File: src/rtl/jtframe_romrq_arb_if.sv
// Bundle of the ROM client slots and the SDRAM controller read port
// serviced by jtframe_romrq_arb.
interface jtframe_romrq_arb_if #(
    parameter int SLOTS = 4,
    parameter int AW    = 18
);
    logic [SLOTS-1:0]    slot_cs;
    logic [SLOTS*AW-1:0] slot_addr;
    logic [SLOTS-1:0]    slot_ok;
    logic [SLOTS*32-1:0] slot_dout;
    logic                sdram_req;
    logic [21:0]         sdram_addr;
    logic                sdram_ack;
    logic                data_rdy;
    logic [31:0]         data_read;
    logic                downloading;
    logic                loop_rst;
    logic                vblank;
    logic                refresh_en;

    modport slave (
        input  slot_cs, slot_addr, sdram_ack, data_rdy, data_read,
               downloading, loop_rst, vblank,
        output slot_ok, slot_dout, sdram_req, sdram_addr, refresh_en
    );

    modport master (
        output slot_cs, slot_addr, sdram_ack, data_rdy, data_read,
               downloading, loop_rst, vblank,
        input  slot_ok, slot_dout, sdram_req, sdram_addr, refresh_en
    );
endinterface

File: src/rtl/jtframe_romrq_arb.sv
// N-slot SDRAM read arbiter: one-word tag cache per slot, per-slot address
// offset, fixed-priority or round-robin grant, one outstanding read at a time.
module jtframe_romrq_arb #(
    parameter int              SLOTS   = 4,
    parameter int              AW      = 18,
    parameter logic [22*8-1:0] OFFSETS = {8{22'd0}},
    parameter int              RR      = 0
) (
    input  logic               clk,
    input  logic               rst,
    jtframe_romrq_arb_if.slave bus
);
    localparam int IW = (SLOTS > 1) ? $clog2(SLOTS) : 1;

    typedef enum logic [1:0] { ST_IDLE, ST_REQ, ST_WAIT } state_t;

    state_t              state, next_state;
    logic                clr;
    logic [SLOTS-1:0]    valid, hit, pend, ok_q;
    logic [AW-1:0]       tag [SLOTS];
    logic [SLOTS*32-1:0] dout_q;
    logic [IW-1:0]       gnt, win, rr_ptr;
    logic [AW-1:0]       win_addr;
    logic [21:0]         win_off, addr_q;
    logic                any_pend, grant, fill, refresh_q;

    assign clr            = rst | bus.loop_rst;
    assign any_pend       = |pend;
    assign bus.slot_ok    = ok_q;
    assign bus.slot_dout  = dout_q;
    assign bus.sdram_addr = addr_q;
    assign bus.refresh_en = refresh_q;

    always_comb begin
        for (int i = 0; i < SLOTS; i++) begin
            hit[i]  = valid[i] && (tag[i] == bus.slot_addr[AW*i +: AW]);
            pend[i] = bus.slot_cs[i] && !hit[i] && !bus.downloading;
        end
    end

    // Scan from lowest to highest priority so the last pending match wins.
    always_comb begin
        int idx;
        idx = 0;
        win = '0;
        for (int k = SLOTS; k >= 1; k--) begin
            if (RR != 0) idx = (int'(rr_ptr) + k) % SLOTS;
            else         idx = k - 1;
            if (pend[idx]) win = IW'(idx);
        end
        win_addr = bus.slot_addr[AW*int'(win) +: AW];
        win_off  = OFFSETS[22*int'(win) +: 22];
    end

    always_ff @(posedge clk) begin
        if (clr) state <= ST_IDLE;
        else     state <= next_state;
    end

    always_comb begin
        next_state = state;
        case (state)
            ST_IDLE: if (any_pend) next_state = ST_REQ;
            ST_REQ:  if (bus.sdram_ack) next_state = bus.data_rdy ? ST_IDLE : ST_WAIT;
            ST_WAIT: if (bus.data_rdy) next_state = ST_IDLE;
            default: next_state = ST_IDLE;
        endcase
    end

    always_comb begin
        bus.sdram_req = (state == ST_REQ);
        grant         = (state == ST_IDLE) && any_pend;
        fill          = ((state == ST_REQ) && bus.sdram_ack && bus.data_rdy) ||
                        ((state == ST_WAIT) && bus.data_rdy);
    end

    // The granted slot's valid bit drops with the new tag so the old word is
    // never reported as a hit for the address being fetched.
    always_ff @(posedge clk) begin
        if (clr) begin
            valid     <= '0;
            ok_q      <= '0;
            dout_q    <= '0;
            addr_q    <= '0;
            refresh_q <= 1'b0;
            gnt       <= '0;
            rr_ptr    <= IW'(SLOTS - 1);
            for (int i = 0; i < SLOTS; i++) tag[i] <= '0;
        end else begin
            ok_q      <= bus.slot_cs & hit & {SLOTS{!bus.downloading}};
            refresh_q <= bus.vblank && (state == ST_IDLE) && !any_pend;
            if (grant) begin
                gnt        <= win;
                tag[win]   <= win_addr;
                valid[win] <= 1'b0;
                addr_q     <= 22'(win_addr) + win_off;
            end
            if (fill) begin
                dout_q[32*int'(gnt) +: 32] <= bus.data_read;
                if (!bus.downloading) valid[gnt] <= 1'b1;
                if (RR != 0) rr_ptr <= gnt;
            end
            if (bus.downloading) valid <= '0;
        end
    end
endmodule

File: src/flat_wrapper.sv
// flat-port wrapper written by rule: the top's interface ports become plain ports
module jtframe_romrq_arb_flat 
#(
    parameter int              SLOTS   = 4,
    parameter int              AW      = 18,
    parameter logic [22*8-1:0] OFFSETS = {8{22'd0}},
    parameter int              RR      = 0
)
  (clk, rst, bus_slot_cs, bus_slot_addr, bus_sdram_ack, bus_data_rdy, bus_data_read, bus_downloading, bus_loop_rst, bus_vblank, bus_slot_ok, bus_slot_dout, bus_sdram_req, bus_sdram_addr, bus_refresh_en);
  jtframe_romrq_arb_if #(.SLOTS(SLOTS), .AW(AW)) bus_i ();
  input  logic clk;
  input  logic rst;
  input wire logic [$bits(bus_i.slot_cs)-1:0] bus_slot_cs;
  input wire logic [$bits(bus_i.slot_addr)-1:0] bus_slot_addr;
  input wire logic [$bits(bus_i.sdram_ack)-1:0] bus_sdram_ack;
  input wire logic [$bits(bus_i.data_rdy)-1:0] bus_data_rdy;
  input wire logic [$bits(bus_i.data_read)-1:0] bus_data_read;
  input wire logic [$bits(bus_i.downloading)-1:0] bus_downloading;
  input wire logic [$bits(bus_i.loop_rst)-1:0] bus_loop_rst;
  input wire logic [$bits(bus_i.vblank)-1:0] bus_vblank;
  output wire logic [$bits(bus_i.slot_ok)-1:0] bus_slot_ok;
  output wire logic [$bits(bus_i.slot_dout)-1:0] bus_slot_dout;
  output wire logic [$bits(bus_i.sdram_req)-1:0] bus_sdram_req;
  output wire logic [$bits(bus_i.sdram_addr)-1:0] bus_sdram_addr;
  output wire logic [$bits(bus_i.refresh_en)-1:0] bus_refresh_en;
  assign bus_i.slot_cs = bus_slot_cs;
  assign bus_i.slot_addr = bus_slot_addr;
  assign bus_i.sdram_ack = bus_sdram_ack;
  assign bus_i.data_rdy = bus_data_rdy;
  assign bus_i.data_read = bus_data_read;
  assign bus_i.downloading = bus_downloading;
  assign bus_i.loop_rst = bus_loop_rst;
  assign bus_i.vblank = bus_vblank;
  assign bus_slot_ok = bus_i.slot_ok;
  assign bus_slot_dout = bus_i.slot_dout;
  assign bus_sdram_req = bus_i.sdram_req;
  assign bus_sdram_addr = bus_i.sdram_addr;
  assign bus_refresh_en = bus_i.refresh_en;
  jtframe_romrq_arb #(.SLOTS(SLOTS), .AW(AW), .OFFSETS(OFFSETS), .RR(RR)) u_core (.clk(clk), .rst(rst), .bus(bus_i));
endmodule
File: config.mk
export PLATFORM = sky130hd
export DESIGN_NAME = jtframe_romrq_arb_flat
export DESIGN_NICKNAME = d
export VERILOG_FILES = /design/src/rtl/jtframe_romrq_arb_if.sv /design/src/rtl/jtframe_romrq_arb.sv /design/src/flat_wrapper.sv
export SDC_FILE = /design/constraint.sdc
export NUM_CORES = 1
export LEC_CHECK = 0
export CAP_MARGIN = 20
export CORE_UTILIZATION = 52
export DETAILED_ROUTE_END_ITERATION = 7
export PLACE_DENSITY_LB_ADDON = 0.3
export SETUP_SLACK_MARGIN = 0.3
export SYNTH_ARGS = -nofsm -noshare
export SYNTH_HDL_FRONTEND = slang
export SYNTH_SLANG_ARGS = --single-unit
File: constraint.sdc
create_clock -name clk -period 11 [get_ports clk]
set_clock_uncertainty 0.05 [all_clocks]
set_input_delay 1.65 -clock clk [delete_from_list [all_inputs] [get_ports clk]]
set_output_delay 1.65 -clock clk [all_outputs]
set_load 0.02 [all_outputs]
Word level (Yosys, flattened, before mapping)
Memories as Yosys holds them, arrays and structs flattened.
Cells that the tools add are included.
{ "word_totals": {"reg_bits": 163, "mem_bits_rw": 72, "input_bits": 115, "output_inout_bits": 156, "wordCells": 92, "memories": 1} }
{ "memory_table": {"columns": ["memory", "words", "word_bits", "read_ports", "rd_ports_with_merged_regs", "write_ports", "line", "rtl"], "rows": [
  ["u_core.tag", 4, 18, 4, 0, 4, "jtframe_romrq_arb.sv:20", "logic [AW-1:0] tag [SLOTS];"]
]} }
{ "classes": {"n_addsub": 2, "mul": 2, "order_cmp": 4, "n_eq_ne": 9, "shift": 4, "muxes": 25, "bitwise_logic": 6, "reduce_logical": 32} }
{ "ops": {"columns": ["operator", "n"], "rows": [
  ["176-bit by 32-bit variable part select with 22-bit output, first input constant", 1],
  ["128-bit bitwise mux", 1],
  ["32-bit by 33-bit variable shift with 128-bit output, first input constant", 1],
  ["32-bit by 33-bit variable part select with 128-bit output", 1],
  ["18-bit equality test", 4],
  ["72-bit by 32-bit variable part select with 18-bit output", 1],
  ["7-bit negation with 33-bit output", 1],
  ["18-bit by 22-bit adder with 22-bit output", 1],
  ["1-bit logical AND", 20],
  ["18-bit two-way mux", 1],
  ["2-bit two-way mux", 9],
  ["18-bit OR reduction", 1],
  ["4-bit bitwise AND", 3],
  ["4-bit by 2-bit multiplier with 6-bit output, first input constant", 2],
  ["4-bit two-way mux", 3],
  ["1-bit two-way mux", 8],
  ["1-bit zero test", 6],
  ["2-bit by 3-bit less-than comparator with 1-bit output, second input constant", 2],
  ["2-bit case mux with 3 select lines", 1],
  ["1-bit demux with 2-bit select", 2],
  ["2-bit by 1-bit greater-or-equal comparator with 1-bit output, second input constant", 2],
  ["2-bit inequality test, second input constant", 2],
  ["4-bit NOT", 1],
  ["4-bit OR", 1],
  ["other kinds (9)", 9]
]} }

Longest topological paths before layout
Gate-level depths: netlist (run 1).
An unclocked memory read counts as a cell.
{ "depth": {"word_depth": 20, "ltp_mapped": 9, "mapped_depth_nobuf": 7} }

Worst setup path before layout (run 1)
No wires, ideal clock.
{ "synth_path": {"path_kind": "input to register", "from": "in bus_slot_addr[13]", "to": "mem u_core.tag[3][0] (enable)", "setup_time_ns": 0.445, "t_arrival_ns": 4.840, "t_required_ns": 10.505, "path_slack_ns": 5.665, "stages": 7, "path_buffers": 2, "path_cell_list": "xor2_1 nor3_1 a311o_1 buf_2 clkbuf_1 nand2_1 o41ai_1"} }
{ "synth_lines": {"columns": ["item", "line", "rtl"], "rows": [
  ["from (decl)", "flat_wrapper.sv:14", "input wire logic [$bits(bus_i.slot_addr)-1:0] bus_slot_addr;"],
  ["to (decl)", "jtframe_romrq_arb.sv:20", null]
]} }

==> results of run 1 <==
[flip-flops by register name, summed over array words and instances, names as in the netlist]
signal / flops
u_core.tag: 72
u_core.bus.slot_ok: 4
u_core.bus.sdram_addr: 18
u_core.gnt: 2
u_core.bus.refresh_en: 1
u_core.valid: 4
u_core.bus.slot_dout: 128
u_core.state: 2
[power by group through the flow]
stage	logic (mW)	registers, mW	clock network, mW
6_report	0.213	0.915	0.801
5_1_grt	0.225	0.916	0.841
4_1_cts	0.210	0.915	0.804
3_5_place_dp	0.209	0.933	0
3_3_place_gp	0.208	0.933	0
2_1_floorplan	0.0999	0.934	0
[layout make-up]
class / count / area [um^2] / share of cell area, %
antenna: 1 / 2.50 / 0.0184
clock buffer: 39 / 741 / 5.45
clock inverter: 5 / 43.8 / 0.322
inverter: 23 / 86.3 / 0.635
multi-input combinational: 725 / 4210 / 31.0
sequential: 231 / 5350 / 39.3
tap: 234 / 293 / 2.15
timing repair buffer: 292 / 2870 / 21.1
[layer usage]
layer  part of all wire [%]  vias to the layer above  routed length (um)
met5                      0                        -                   0
met4                    4.0                        0                1340
met3                    8.8                       86                2910
met2                     45                      462               15000
met1                     42                     4316               13900
li1                       -                     4208                   -
[kinds of logic after synthesis]
family,count (synthesis),share of synthesized area (%)
adder cells (fa/ha/maj),4,0.502
AND/OR/NAND/NOR,403,18.5
XOR/XNOR,72,6.33
buffers and inverters,110,4.49
AO/OA/AOI/OAI,241,16.4
other,1,0.0376
flip-flops,231,53.6
multiplexers,1,0.100
[cells in the mapped netlist, types with 2 or more instances]
cell         n
a22oi_1      8
dfxtp_1    159
xnor2_1     66
nand2_1    142
nor3_1      11
and3_1       4
inv_1       23
o211ai_1    18
a21oi_1    132
nor3b_1      3
buf_2        7
clkbuf_1    74
o21ai_0      8
o41ai_1      2
o2bb2ai_1   10
a311o_1      2
xor2_1       6
edfxtp_1    72
o2bb2ai_2    8
o21a_1      19
a221oi_1     2
or2_2        2
ha_1         4
buf_4        5
and2_1      19
nor2_1      63
nand4_1     19
nand3_1    133
nor2b_1      3
o311ai_0    17
a22oi_2      9
[critical path: stages]
cell and delay (ns):
clkdlybuf4s50_1 0.53, xnor2_1 0.13, nand4_1 0.13, or4_1 0.87, o21a_1 0.60, o31ai_4 0.87, a22oi_1 0.42, nor2_1 0.19
[worst paths after layout]
path	startpoint	end	slack [ns]
setup / recovery	bus_slot_addr[50]	u_core.tag[2][6]	5.88
hold / removal	u_core.bus.slot_dout[102]	u_core.bus.slot_dout[102]	0.40
setup reg to reg	u_core.tag[2][0]	u_core.tag[2][6]	7.05
hold reg to reg	u_core.bus.slot_dout[102]	u_core.bus.slot_dout[102]	0.40
[cell usage in the layout, fill, tap and decap left out, types with 24 or more instances in the layout]
cell and n:
nand3_1 133, xnor2_1 66, a21oi_1 132, nor2_1 62, nand2_1 142, buf_4 24, clkdlybuf4s50_1 266, dfxtp_1 159
edfxtp_1 72, clkbuf_16 26
[stage by stage]
stage	power (mW)	hold WS, ns	utilization (%)	instances
detailed placement	1.14	0.392	68.1	1503
finish	1.93	0.398	72.4	1550
global placement	1.14	0.387	68.1	1503
CTS	1.93	0.401	72.3	1547
global route	1.98	0.415	72.4	1550
floorplan	1.03	0.393	-	1066
==> run_results.csv, run 1 <==
group,metric,value,unit
logic_synthesis,ys_top_cells_by_area,"dfxtp_1, edfxtp_1, nand3_1, a21oi_1, xnor2_1",
sta,slew_viol_final,0,
critical_path,cp.arrival,5.41,ns
critical_path,cp_data_required_time,11.29,ns
cts,clock_path_buffers,3,
finish,fill_cells,1402,
global_route,met1_usage,45.0,%
power_and_ir_drop,power_density,142,mW/mm^2
cts,clock-sinks,231,
global_route,grt_pass1_vias,8628,
floorplan,die_h,140,um
cts,cts_setup_buffers,0,
power_and_ir_drop,seqPwrFrac,47.4,%
route,avgRoutedWirePerCell,21.4,um
cts,clk_latency,0.52,ns
cts,clkTransAtPathRegs,0.06,ns
global_route,grt_overflow,0,
power_and_ir_drop,leakage,4.49,nW
global_route,busiest_layer,"met2",
critical_path,startpoint_type,"input port",
power_and_ir_drop,p_sw,0.475,mW
logic_synthesis,syn_area_per_cell,9.38,um^2
sta,period_share,46.6,%
cts,cts_tree,"yes",
min_path,whs_path_depth,2,
cts,htree_levels,1,
logic_synthesis,synth_flop_cell,"dfxtp_1",
critical_path,endpoint_kind,"register",
power_and_ir_drop,power.internal,1.45,mW
global_route,grt.total_usage,33.3,%
sta,period_minus_slack,5.12,ns
sta,fin_ws,5.88,ns
route,ant_nets,0,
floorplan,num_rows,50,
floorplan,ios,271,
route,drc,0,
power_and_ir_drop,ir_drop,0.000135,V
logic_synthesis,ys_seq_elements,231,
sta,finalSetupTns,0,ns
sta,setup_viol,0,
finish,final_area,0.0136,mm^2
logic_synthesis,synth_edf_count,72,
logic_synthesis,netlist_area,0.00997,mm^2
route,via_per_inst,5.85,
global_route,grt_max_degree,74,
critical_path,cp_max_fo,24,
floorplan,coreArea,0.0188,mm^2
critical_path,r2r_cells,7,
logic_synthesis,async_flop_share,0,%
placed_design,pre_cts_ws,5.47,ns
global_route,use_met3,7.18,%
logic_synthesis,ys_types,44,
route,drt-initial-drc-count,853,
min_path,worstHoldPathType,"reg -> reg",
placed_design,gp_congestion,0.876,
logic_synthesis,ys_warn_count,0,
cts,cts_resized,0,
floorplan,die_w,140,um
sta,rsz0062_at_grt,"false",
route,dr_total_vias,9072,
outcome,outcome,"finished clean",
global_route,grt_use_met2,52.4,%
power_and_ir_drop,clockPowerShare,41.5,%
cts,postCtsHoldBufs,0,
cts,clock-root-buffer,"clkbuf_16",
cts,cts_buffers,24,
sta,hold_viol,0,
sta,relSlewSlack,37.7,%
placed_design,portBuffers,266,
run,maxCapViolCount,0,
power_and_ir_drop,sw_frac_of_total,24.6,%
logic_synthesis,ys_seq_area_share,53.6,%
logic_synthesis,synthCells,1063,
sta,max_freq,195,MHz
placed_design,dp.final_hpwl,23.5,mm
sta,worst_pin_slew,0.935,ns
power_and_ir_drop,power_frac_comb,11.0,%
floorplan,initial_core_util,53.1,%
placed_design,place_area,0.0128,mm^2
floorplan,die_area,0.0197,mm^2
finish,nets,1416,
route,wl,33.2,mm
logic_synthesis,yosysTopAreaCell,"dfxtp_1",
logic_synthesis,synth_top_area_share,31.9,%
finish,areaGrowthSynthToFinish,36.3,%
global_route,antenna_found_initial,1,
critical_path,critPathKind,"in -> reg",
finish,drive_gt1_share,6.92,%
route,drt_first_pass_iters,5,
global_route,grt_pass1_wl,50.2,mm
Power figures use the tool's default switching activity.
==> run 2, diff against run 1 <==
--- a/config.mk
+++ b/config.mk
@@ -6,7 +6,7 @@
 export NUM_CORES = 1
 export LEC_CHECK = 0
 export CAP_MARGIN = 20
-export CORE_UTILIZATION = 52
+export CORE_UTILIZATION = 49
 export DETAILED_ROUTE_END_ITERATION = 7
 export PLACE_DENSITY_LB_ADDON = 0.3
 export SETUP_SLACK_MARGIN = 0.3
==> constraint.sdc (replaced) <==
create_clock -name clk -period 4.9 [get_ports clk]
set_clock_uncertainty 0.05 [all_clocks]
set_input_delay 0.735 -clock clk [delete_from_list [all_inputs] [get_ports clk]]
set_output_delay 0.735 -clock clk [all_outputs]
set_load 0.02 [all_outputs]
==> run_results.csv, run 2 (same netlist as run 1, synthesis figures left out) <==
group,metric,value,unit
outcome,outcome,"finished clean",
finish,final_cell_mix,"clkdlybuf4s50_1, dfxtp_1, nand2_1, nand3_1, a21oi_1",
min_path,worstHoldEndpoint,"u_core.bus.slot_dout[20]",
run,maxCapViolCount,0,
critical_path,endpoint_kind,"register",
cts,clock-root-buffer,"clkbuf_16",
critical_path,crit_slowest_cell,"o31ai_4",
global_route,grt_max_degree,107,
global_route,grt.total_usage,31.1,%
cts,cts_resized,0,
route,via_per_inst,5.76,
route,wl,32.7,mm
floorplan,die_area,0.0209,mm^2
critical_path,startpoint_type,"input port",
cts,clock_path_buffers,3,
global_route,grt_pass1_vias,8604,
sta,rsz0062_at_grt,"false",
finish,final_common_cell,"clkdlybuf4s50_1",
route,drc,0,
critical_path,r2r_start,"u_core.tag[2][9]",
cts,cts_setup_buffers,0,
placed_design,pre_cts_ws,0.998,ns
placed_design,dp.final_hpwl,23.2,mm
finish,areaGrowthSynthToFinish,36.8,%
critical_path,max_stage_delay,0.59,ns
sta,max_freq,292,MHz
sta,hold_viol,0,
finish,seqCellArea,0.00535,mm^2
sta,relSlewSlack,25.9,%
route,drt-initial-drc-count,775,
floorplan,num_rows,51,
route,avgRoutedWirePerCell,20.6,um
floorplan,die_w,145,um
placed_design,gp_congestion,0.941,
cts,postCtsHoldBufs,0,
power_and_ir_drop,ir_drop,0.000251,V
power_and_ir_drop,leakage,4.49,nW
power_and_ir_drop,power.total,4.31,mW
finish,final_area,0.0136,mm^2
cts,clock-sinks,231,
route,dr_total_vias,9120,
critical_path,r2r_cells,8,
sta,setup_viol,0,
min_path,hp-start,"u_core.bus.slot_dout[20]",
critical_path,critPathKind,"in -> reg",
critical_path,rr_endpoint,"u_core.tag[2][16]",
sta,period_share,70.0,%
sta,worst_pin_slew,1.11,ns
critical_path,r2r_setup_slack,1.76,ns
power_and_ir_drop,power_density,316,mW/mm^2
global_route,antenna_found_initial,1,
route,ant_nets,0,
critical_path,cp.arrival,3.74,ns
floorplan,initial_core_util,50.6,%
finish,fill_cells,1539,
finish,drive_gt1_share,7.05,%
floorplan,ios,271,
placed_design,placed_cells,1540,
finish,n_antenna_cell,0,
cts,htree_levels,1,
floorplan,coreArea,0.0197,mm^2
finish,final_cells,1584,
sta,fin_ws,1.47,ns
sta,finalSetupTns,0,ns
floorplan,die_h,145,um
min_path,whs_path_depth,2,
finish,largest_register_ffs,128,
min_path,worstHoldPathType,"reg -> reg",
finish,postLayoutCoreUtil,69.1,%
finish,nets,1421,
cts,cts_tree,"yes",
critical_path,cp_data_required_time,5.21,ns
finish,multi_input_area,0.00421,mm^2
cts,clkTransAtPathRegs,0.06,ns
global_route,grt_pass1_wl,48.9,mm
critical_path,cp_max_fo,12,
placed_design,portBuffers,266,
sta,period_minus_slack,3.43,ns
cts,clk_latency,0.53,ns
placed_design,place_area,0.0129,mm^2
cts,cts_buffers,25,
route,drt_first_pass_iters,5,
sta,timing.hold.ws,0.396,ns
critical_path,crit_chain,"clkdlybuf4s50_1 -> xnor2_1 -> nand4_1 -> or4_1 -> o21a_1 -> o31ai_4 -> buf_4 -> a22oi_1 -> nor3_1",
sta,slew_viol_final,0,
global_route,grt_overflow,0,
-- run 2: cell types whose count changed in the layout (fill, tap and decap cells not counted), sizes merged --
cell      before  now
buf           26   30
clkbuf        39   35
clkinv         4    6
bufinv         0    1
clkinvlp       0    1
diode          1    0
-- run 2: per-layer routing --
layer,global-route usage (%),part of all wire [%]
met5,0,0.040
met4,13.0,3.6
met3,8.08,11
met2,47.1,45
met1,42.1,41
-- run 2: how the worst max path moves through the flow --
stage                        end              start  cells after the start
2_1_floorplan   u_core.tag[3][0]  bus_slot_addr[13]                      7
3_3_place_gp    u_core.tag[1][9]  bus_slot_addr[53]                      9
3_5_place_dp   u_core.tag[2][16]  bus_slot_addr[53]                      9
4_1_cts        u_core.tag[2][16]  bus_slot_addr[53]                      9
5_1_grt         u_core.tag[1][9]  bus_slot_addr[53]                      9
6_report       u_core.tag[2][16]  bus_slot_addr[53]                      9
-- run 2: area by class of cell --
type / count / share of cell area, %
Clock buffer: 35 / 5.01
Multi-Input combinational cell: 725 / 30.9
Inverter: 23 / 0.633
Tap cell: 265 / 2.43
Clock inverter: 9 / 0.597
Sequential cell: 231 / 39.2
Timing Repair Buffer: 296 / 21.2
-- run 2: power by group --
part	switching, mW	internal, mW	leakage (nW)	total (mW)
Combinational	0.277	0.201	2.03	0.478
Clock	0.754	1.02	0.370	1.78
Sequential	0.0291	2.02	2.09	2.05
Total	1.06	3.25	4.49	4.31
-- run 2: worst max-delay path: cells and delay by family --
family | cells | cell delay (ns)
xor gates and xnor gates | 1 | 0.15
and+or+nand+nor | 3 | 0.92
buffers and inverters | 2 | 0.87
AOI/OAI and AO/OA | 3 | 1.06
==> run 3, diff against run 2 <==
--- a/config.mk
+++ b/config.mk
@@ -6,7 +6,7 @@
 export NUM_CORES = 1
 export LEC_CHECK = 0
 export CAP_MARGIN = 20
-export CORE_UTILIZATION = 49
+export CORE_UTILIZATION = 44
 export DETAILED_ROUTE_END_ITERATION = 7
 export PLACE_DENSITY_LB_ADDON = 0.3
 export SETUP_SLACK_MARGIN = 0.3
==> constraint.sdc (replaced) <==
create_clock -name clk -period 3 [get_ports clk]
set_clock_uncertainty 0.05 [all_clocks]
set_input_delay 0.45 -clock clk [delete_from_list [all_inputs] [get_ports clk]]
set_output_delay 0.45 -clock clk [all_outputs]
set_load 0.02 [all_outputs]
==> run_results.csv, run 3 (same netlist as run 1, synthesis figures left out) <==
group,metric,value,unit
outcome,outcome,"finished with violations",
outcome,violations,"design-rule violations",
critical_path,cp_data_required_time,3.34,ns
finish,fill_cells,1718,
floorplan,die_w,153,um
cts,cts_buffers,25,
finish,final_cells,1683,
route,drt_first_pass_iters,8,
sta,slew_viol_final,0,
sta,setup_viol,0,
critical_path,r2r_setup_slack,0.20,ns
route,via_per_inst,5.61,
critical_path,cp.arrival,3.14,ns
finish,n_antenna_cell,0,
global_route,grt_max_degree,129,
route,ant_nets,0,
placed_design,placed_cells,1616,
finish,largest_register_ffs,128,
critical_path,startpoint_type,"register",
placed_design,place_area,0.0136,mm^2
cts,htree_levels,1,
floorplan,die_h,153,um
global_route,grt_pass1_wl,51.9,mm
critical_path,startpoint,"u_core.tag[3][0]",
sta,relSlewSlack,57.8,%
cts,clk_latency,0.54,ns
floorplan,num_rows,54,
finish,areaGrowthSynthToFinish,50.0,%
finish,nets,1504,
cts,clock-sinks,231,
critical_path,endpoint_kind,"register",
sta,period_share,93.4,%
sta,max_freq,357,MHz
power_and_ir_drop,power_density,506,mW/mm^2
floorplan,coreArea,0.0220,mm^2
min_path,hp-start,"bus_vblank",
cts,cts_tree,"yes",
global_route,grt_pass1_vias,8907,
sta,timing.hold.ws,0.396,ns
power_and_ir_drop,power.total,7.56,mW
cts,postCtsHoldBufs,0,
placed_design,portBuffers,266,
sta,period_minus_slack,2.80,ns
critical_path,critPathKind,"reg -> reg",
power_and_ir_drop,leakage,5.13,nW
min_path,worstHoldPathType,"in -> reg",
power_and_ir_drop,ir_drop,0.000433,V
cts,clkTransAtPathRegs,0.06,ns
route,drt-initial-drc-count,941,
route,dr_total_vias,9434,
route,drc,11,
floorplan,ios,271,
cts,clock-root-buffer,"clkbuf_16",
global_route,grt_overflow,0,
global_route,grt.total_usage,28.6,%
floorplan,initial_core_util,45.3,%
sta,hold_viol,0,
cts,clock_path_buffers,3,
route,avgRoutedWirePerCell,20.7,um
sta,rsz0062_at_grt,"true",
floorplan,die_area,0.0233,mm^2
placed_design,dp.final_hpwl,24.2,mm
sta,finalSetupTns,0,ns
route,wl,34.9,mm
finish,drive_gt1_share,16.3,%
critical_path,cp_max_fo,8,
finish,final_cell_mix,"clkdlybuf4s50_1, dfxtp_1, nand2_1, nand3_1, a21oi_1",
global_route,antenna_found_initial,0,
sta,worst_pin_slew,0.631,ns
run,maxCapViolCount,0,
finish,final_common_cell,"clkdlybuf4s50_1",
placed_design,gp_congestion,0.945,
finish,final_area,0.0150,mm^2
critical_path,r2r_start,"u_core.tag[3][0]",
[run 3: layout make-up]
cell class | instances | area (um^2) | area share [%]
Clock inverter | 14 | 155 | 1.04
Sequential cell | 231 | 5350 | 35.7
Inverter | 23 | 86.3 | 0.577
Multi-Input combinational cell | 728 | 4510 | 30.2
Tap cell | 280 | 350 | 2.34
Timing Repair Buffer | 376 | 3780 | 25.3
Clock buffer | 31 | 721 | 4.82
[run 3: power by group]
group / leakage (nW) / total (mW) / internal (mW) / switching [mW]
combinational: 2.61 / 0.996 / 0.473 / 0.523
clock: 0.424 / 3.21 / 1.90 / 1.31
sequential: 2.09 / 3.35 / 3.30 / 0.0504
[run 3: worst paths after layout]
path,end,cells past startpoint
min,u_core.bus.refresh_en,3
min reg2reg,u_core.bus.slot_dout[103],2
max,u_core.tag[3][12],11
max reg2reg,u_core.tag[3][12],11
[run 3: worst max-delay path, stage by stage (launching register included)]
cell,delay [ns]
edfxtp_1,0.43
xnor2_1,0.22
nand4_1,0.13
or4_4,0.56
buf_4,0.17
o21a_1,0.21
o31ai_4,0.27
buf_6,0.15
buf_12,0.12
buf_6,0.09
a22oi_2,0.13
nor2_1,0.12
[run 3: stage by stage]
step	setup slack, ns	util [%]
floorplan	0.152	-
CTS	0.296	66.0
detailed placement	-0.551	61.6
global placement	-0.508	61.6
global route	0.143	67.9
finish	0.199	67.9
[run 3: layer usage]
| metal | GRT usage, % | share of wire, % | vias up |
|---|---|---|---|
| li1 | - | - | 4389 |
| met4 | 10.2 | 3.7 | 0 |
| met1 | 37.9 | 40 | 4520 |
| met5 | 0 | 0 | - |
| met2 | 45.7 | 46 | 437 |
| met3 | 6.63 | 9.7 | 88 |
[run 3: repair_timing]
action / in CTS / in global routing
pin swaps: 4 / 26
setup buffers: 3 / 10
setup endpoints to repair: 107 / 107
resized for setup: 16 / 53
cloned: 2 / 7
